[config.mk]
export PLATFORM = sky130hd
export DESIGN_NAME = postnet_frame_rx
export DESIGN_NICKNAME = d
export VERILOG_FILES = /design/src/rtl/postnet_frame_rx.sv
export SDC_FILE = /design/constraint.sdc
export NUM_CORES = 1
export LEC_CHECK = 0
export ABC_AREA = 1
export CAP_MARGIN = 15
export CORE_UTILIZATION = 51
export CTS_CLUSTER_SIZE = 40
export DETAILED_ROUTE_END_ITERATION = 10
export PLACE_DENSITY = 0.88
export REMOVE_ABC_BUFFERS = 1
export SYNTH_ARGS = -nofsm -noshare
export SYNTH_HDL_FRONTEND = slang
export SYNTH_SLANG_ARGS = --single-unit
[constraint.sdc]
create_clock -name CLK -period 3.1 [get_ports CLK]
set_input_delay 0.62 -clock CLK [delete_from_list [all_inputs] [get_ports CLK]]
set_output_delay 0.62 -clock CLK [all_outputs]
set_load 0.01 [all_outputs]
[src/rtl/postnet_frame_rx.sv]
// postnet_frame_rx
//   Assembles two-out-of-five code words into a frame of NDIG BCD data digits
//   plus one mod-10 check digit. The frame and its error status are held on a
//   valid/ready handshake. Frames delivered with an error are counted in a
//   saturating 8-bit counter.
// Ports
//   CLK, RST_N            clock (rising edge) and async active-low reset
//   CODE_IN/DET_IN        code word and detector flag (1 = code error)
//   IN_SOF/IN_VALID       first-word marker and word valid
//   IN_READY              word accepted this cycle (0 while a frame is held)
//   FRAME                 packed BCD digits, first digit in the top nibble
//   FRAME_ERR             [0] code error, [1] checksum mismatch
//   FRAME_VALID/_READY    frame handshake
//   ERR_CNT               delivered errored frames, saturating at 255
module postnet_frame_rx #(
  parameter int NDIG = 5
) (
  input  logic              CLK,
  input  logic              RST_N,
  input  logic [4:0]        CODE_IN,
  input  logic              DET_IN,
  input  logic              IN_SOF,
  input  logic              IN_VALID,
  output logic              IN_READY,
  output logic [4*NDIG-1:0] FRAME,
  output logic [1:0]        FRAME_ERR,
  output logic              FRAME_VALID,
  input  logic              FRAME_READY,
  output logic [7:0]        ERR_CNT
);

  localparam int          W    = 4 * NDIG;
  localparam logic [3:0]  LAST = 4'(NDIG);

  typedef enum logic [1:0] {IDLE, COLLECT, HOLD} state_t;

  state_t         state_q, state_d;
  logic [3:0]     idx_q, idx_d;
  logic [3:0]     sum_q, sum_d;
  logic           cerr_q, cerr_d;
  logic [W-1:0]   frame_q, frame_d;
  logic [1:0]     err_q, err_d;
  logic [7:0]     cnt_q, cnt_d;

  function automatic logic [3:0] decode(input logic [4:0] c);
    logic [3:0] d;
    case (c)
      5'b11000: d = 4'd0;
      5'b00011: d = 4'd1;
      5'b00101: d = 4'd2;
      5'b00110: d = 4'd3;
      5'b01001: d = 4'd4;
      5'b01010: d = 4'd5;
      5'b01100: d = 4'd6;
      5'b10001: d = 4'd7;
      5'b10010: d = 4'd8;
      5'b10100: d = 4'd9;
      default:  d = 4'd0;
    endcase
    return d;
  endfunction

  logic           accept;
  logic           restart;
  logic [3:0]     dig;
  logic [3:0]     sum_base;
  logic [4:0]     sum5;
  logic [3:0]     sum_new;
  logic           cerr_new;
  logic [W+3:0]   shifted;

  assign IN_READY    = (state_q != HOLD);
  assign FRAME_VALID = (state_q == HOLD);
  assign FRAME       = frame_q;
  assign FRAME_ERR   = err_q;
  assign ERR_CNT     = cnt_q;

  // Running-sum / error update shared by the first word and later words;
  // an SOF word always starts from a clean sum and error flag.
  assign accept   = IN_VALID & IN_READY;
  assign restart  = accept & IN_SOF;
  assign dig      = DET_IN ? 4'd0 : decode(CODE_IN);
  assign sum_base = restart ? 4'd0 : sum_q;
  assign sum5     = {1'b0, sum_base} + {1'b0, dig};
  assign sum_new  = (sum5 >= 5'd10) ? 4'(sum5 - 5'd10) : sum5[3:0];
  assign cerr_new = restart ? DET_IN : (cerr_q | DET_IN);
  // Widened shift keeps the slice legal for NDIG == 1.
  assign shifted  = {frame_q, dig};

  always_comb begin
    state_d = state_q;
    idx_d   = idx_q;
    sum_d   = sum_q;
    cerr_d  = cerr_q;
    frame_d = frame_q;
    err_d   = err_q;
    cnt_d   = cnt_q;
    case (state_q)
      IDLE: begin
        // Non-SOF words here are consumed and dropped.
        if (restart) begin
          state_d = COLLECT;
          idx_d   = 4'd1;
          sum_d   = sum_new;
          cerr_d  = cerr_new;
          frame_d = shifted[W-1:0];
        end
      end
      COLLECT: begin
        if (accept) begin
          sum_d  = sum_new;
          cerr_d = cerr_new;
          if (IN_SOF) begin
            idx_d   = 4'd1;
            frame_d = shifted[W-1:0];
          end else begin
            if (idx_q < LAST) frame_d = shifted[W-1:0];
            if (idx_q == LAST) begin
              state_d = HOLD;
              idx_d   = 4'd0;
              err_d   = {(sum_new != 4'd0) & ~cerr_new, cerr_new};
            end else begin
              idx_d = idx_q + 4'd1;
            end
          end
        end
      end
      HOLD: begin
        if (FRAME_READY) begin
          state_d = IDLE;
          if ((err_q != 2'b00) && (cnt_q != 8'hFF)) cnt_d = cnt_q + 8'd1;
        end
      end
      default: state_d = IDLE;
    endcase
  end

  always_ff @(posedge CLK or negedge RST_N) begin
    if (!RST_N) begin
      state_q <= IDLE;
      idx_q   <= '0;
      sum_q   <= '0;
      cerr_q  <= 1'b0;
      frame_q <= '0;
      err_q   <= '0;
      cnt_q   <= '0;
    end else begin
      state_q <= state_d;
      idx_q   <= idx_d;
      sum_q   <= sum_d;
      cerr_q  <= cerr_d;
      frame_q <= frame_d;
      err_q   <= err_d;
      cnt_q   <= cnt_d;
    end
  end

endmodule

==> flow_summary.yaml <==
route:
  routed_wirelength_um: 4860
  via_per_inst: 5.22
  dr.first_iter.drc_count: 94
  drc_errors: 0
  ant_nets: 0
  dr.pass1.iters: 4
  routed-via-count: 2025
  wl_per_cell_um: 12.5
clock_network:
  numClockSinks: 41
  clock_tree.root_cell: "clkbuf_8"
  cts_made_buffers: 5
  ctsHoldBuffers: 0
  clk_latency_ps: 290
  cts_tree: "built"
  htreeDepth: 2
  clockBufferDepth: 2
  clk_pin_slew_ps: 90
hold_path:
  hold_path.class: "in -> async"
timing:
  max_freq_mhz: 334
  fin_crit_sh_pct: 96.4
  hold_viol: 0
  setup_viol: 0
  fin_worst_skew_ps: 9.87
  max_slew.worst_pin.slew_ps: 884
  slew-limit-headroom_pct: 41.1
  drv_slew: 0
  setup_ws_ps: 110
  fin_crit_ps: 2990
  holdWs_ps: 447
floorplan:
  start_util_pct: 53.9
  die-area_um2: 4590
  rows: 23
  die_w_um: 67.7
  io_pins: 43
  core_area_um2: 4090
  dieHeight_um: 67.7
critical_path:
  max_stage_delay_ps: 470
  crit_top_cell: "nand2_2"
  reg2reg_from: "state_q[1]$_DFFE_PN0P_"
  crit_required_ps: 3290
  critPathSlowestCell: "fa_2"
  path_buf_inv: 4
  worstRegToRegCells: 17
  startpoint_type: "primary input"
  worstPathArrival_ps: 3180
  cp_top_family: "simple AND/OR/NAND/NOR gates"
  cp-end-kind: "register"
  r2r_setup_slack_ps: 390
  r2r_end: "FRAME_ERR[1]$_DFFE_PN0P_"
  crit_chain: "clkdlybuf4s15_1, inv_2, ha_4, inv_1, nand2_2, nand2_2, o21ai_1, o21ai_1, nor2_1, ha_2, fa_2, inv_4, ha_4, nand2_1, nand3_2, nand2_2, nand2_2, nand2_2, nor2_2, nand2_1, nand2_1, nand2_1"
  worst-setup-path-type: "in -> reg"
  critPathMaxFanout: 3
finish:
  diodes: 0
  fillers: 274
  drive_above_1_share_pct: 21.6
  instances_no_fill: 388
  syn_to_final_growth_pct: 36.9
  final_nets: 359
  design_area_um2: 3020
yosys:
  synth_cell_types: 30
  mappedNetlistArea_um2: 2200
  synth_area_per_cell_um2: 8.23
  ys_seq_area_share_pct: 46.5
  synth_adder_area_share_pct: 6.58
  yosys_warnings: 0
  yosys.area_share.simple_pct: 21.7
  synth_compound_area_share_pct: 11.0
  synth.area.mux_share_pct: 2.04
  synth_seq_cells: 41
  synth_cells: 268
  synth_top_family_by_area: "simple AND/OR/NAND/NOR gates"
  synth_xor_area_share_pct: 2.78
placed_design:
  routabilityCongestion: 0.839
  dp_cells: 373
  port_buffers: 42
  hpwl_um: 3460
  dp_worst_setup_slack_ps: -520
  placed_cell_area_um2: 2790
power:
  p_per_area_nw_per_um2: 738
  leakagePower_nw: 1.47
  ir_drop_v: 0.000432
global_routing:
  grt_pass1_wl_um: 7710
  grt_max_degree: 42
  antenna_found_initial: 0
  grt_pass1_vias: 1905
  grt_overflow: 0
  grt_usage_pct: 22.5
flow_run:
  drv_cap: 0
outcome:
  status: "finished, final reports clean"
metal layers:
metal	vias up	wire, um	global-route usage (%)
li1	995	-	-
met1	968	2050	24.2
met2	51	2510	40.6
met5	-	0	0
met4	0	99	10.1
met3	11	200	6.08
layout by cell type (no fill, tap or decap), types with 2 or more instances in the layout:
| cell type | netlist | final |
|---|---|---|
| ha_4 | 0 | 3 |
| nor2_2 | 5 | 7 |
| inv_2 | 3 | 6 |
| nand2_2 | 3 | 13 |
| mux2_1 | 4 | 4 |
| o21ai_1 | 9 | 12 |
| xor2_1 | 4 | 4 |
| a21oi_1 | 14 | 14 |
| xnor2_1 | 3 | 3 |
| nand4_1 | 2 | 2 |
| buf_4 | 2 | 23 |
| dfrtp_1 | 41 | 41 |
| nand2_1 | 50 | 40 |
| dlymetal6s2s_1 | 0 | 2 |
| ha_1 | 10 | 6 |
| nor3_1 | 3 | 3 |
| nor2_1 | 30 | 28 |
| clkdlybuf4s50_1 | 0 | 37 |
| clkbuf_8 | 0 | 5 |
| inv_1 | 45 | 41 |
| nand3_1 | 11 | 8 |
| o21ai_0 | 16 | 13 |
| nand3_2 | 1 | 4 |
| clkinv_2 | 0 | 2 |
worst register-to-register path: stages, from the launching register on:
cell,delay (ps)
dfrtp_1,410
inv_1,70
nor2_2,160
nor2_1,90
buf_4,160
nor2_1,230
fa_2,530
inv_4,100
ha_4,130
nand2_1,60
nand3_2,120
nand2_2,100
nand2_2,90
nand2_2,70
nor2_2,120
nand2_1,70
nand2_1,50
nand2_1,50
cells by family (layout without fill, tap and decap cells):
family / count (synthesis) / after routing
compound gates: 44 / 44
xor+xnor: 7 / 7
fa+ha+maj: 11 / 11
buf+inv: 52 / 122
flops: 41 / 41
mux: 4 / 4
simple gates: 109 / 109
metrics by stage:
step | utilization, % | power, mW | setup TNS (ps)
after floorplan | - | 1.34 | 0
after global placement | 68.2 | 1.73 | -992
after detailed placement | 68.2 | 1.78 | -1700
after CTS | 71.2 | 2.15 | 0
after global routing | 73.9 | 2.40 | -0.810
final | 73.9 | 2.23 | 0
layout make-up:
type	count	area, um2	share of cell area, %
inverters	48	183	6.05
flip-flops and latches	41	1030	34.0
clock inverters	3	17.5	0.580
clock buffers	5	68.8	2.28
well taps	50	62.6	2.07
multi-input cells	175	1060	35.2
repair buffers	66	599	19.9
power by group:
part           total, mW  switching [mW]  internal [mW]
logic               1.06           0.554          0.506
registers          0.822           0.108          0.713
clock network      0.346           0.191          0.156
what timing repair did:
action,CTS,global route
buffers inserted,3,4
gates resized for setup,13,26
setup endpoints to repair,4,4
pin swaps,5,15
synth_stat cells (all sizes together):
library cell / n / area (um2)
mux2: 4 / 45.0
ha: 10 / 125
nand4: 2 / 12.5
o21a: 1 / 7.51
o21ai: 26 / 141
nor4: 2 / 18.8
o31ai: 1 / 7.51
o211ai: 1 / 7.51
a22o: 1 / 8.76
inv: 48 / 180
nor2: 36 / 155
a21oi: 14 / 70.1
dfrtp: 41 / 1030
nor3: 3 / 15.0
or2: 1 / 6.26
nand3: 12 / 65.1
fa: 1 / 20.0
xnor2: 3 / 26.3
xor2: 4 / 35.0
nand2: 53 / 206
buf: 4 / 25.0
sequential cells by signal, indices dropped and copies added (netlist names):
| name | count |
|---|---|
| cerr_q | 1 |
| FRAME_ERR | 2 |
| ERR_CNT | 8 |
| state_q | 2 |
| sum_q | 4 |
| FRAME | 20 |
| idx_q | 4 |
worst max path at each step:
stage / slack (ps) / start / to / depth (start not counted)
6_report: 110 / CODE_IN[0] / FRAME_ERR[1]$_DFFE_PN0P_ / 22
5_1_grt: -0.8 / CODE_IN[0] / FRAME_ERR[1]$_DFFE_PN0P_ / 22
4_1_cts: 40 / CODE_IN[2] / FRAME_ERR[1]$_DFFE_PN0P_ / 21
3_5_place_dp: -520 / CODE_IN[1] / FRAME_ERR[1]$_DFFE_PN0P_ / 24
3_3_place_gp: -320 / CODE_IN[1] / FRAME_ERR[1]$_DFFE_PN0P_ / 24
2_1_floorplan: 260 / CODE_IN[0] / FRAME_ERR[1]$_DFFE_PN0P_ / 23
(Power assumes the default switching activity.)
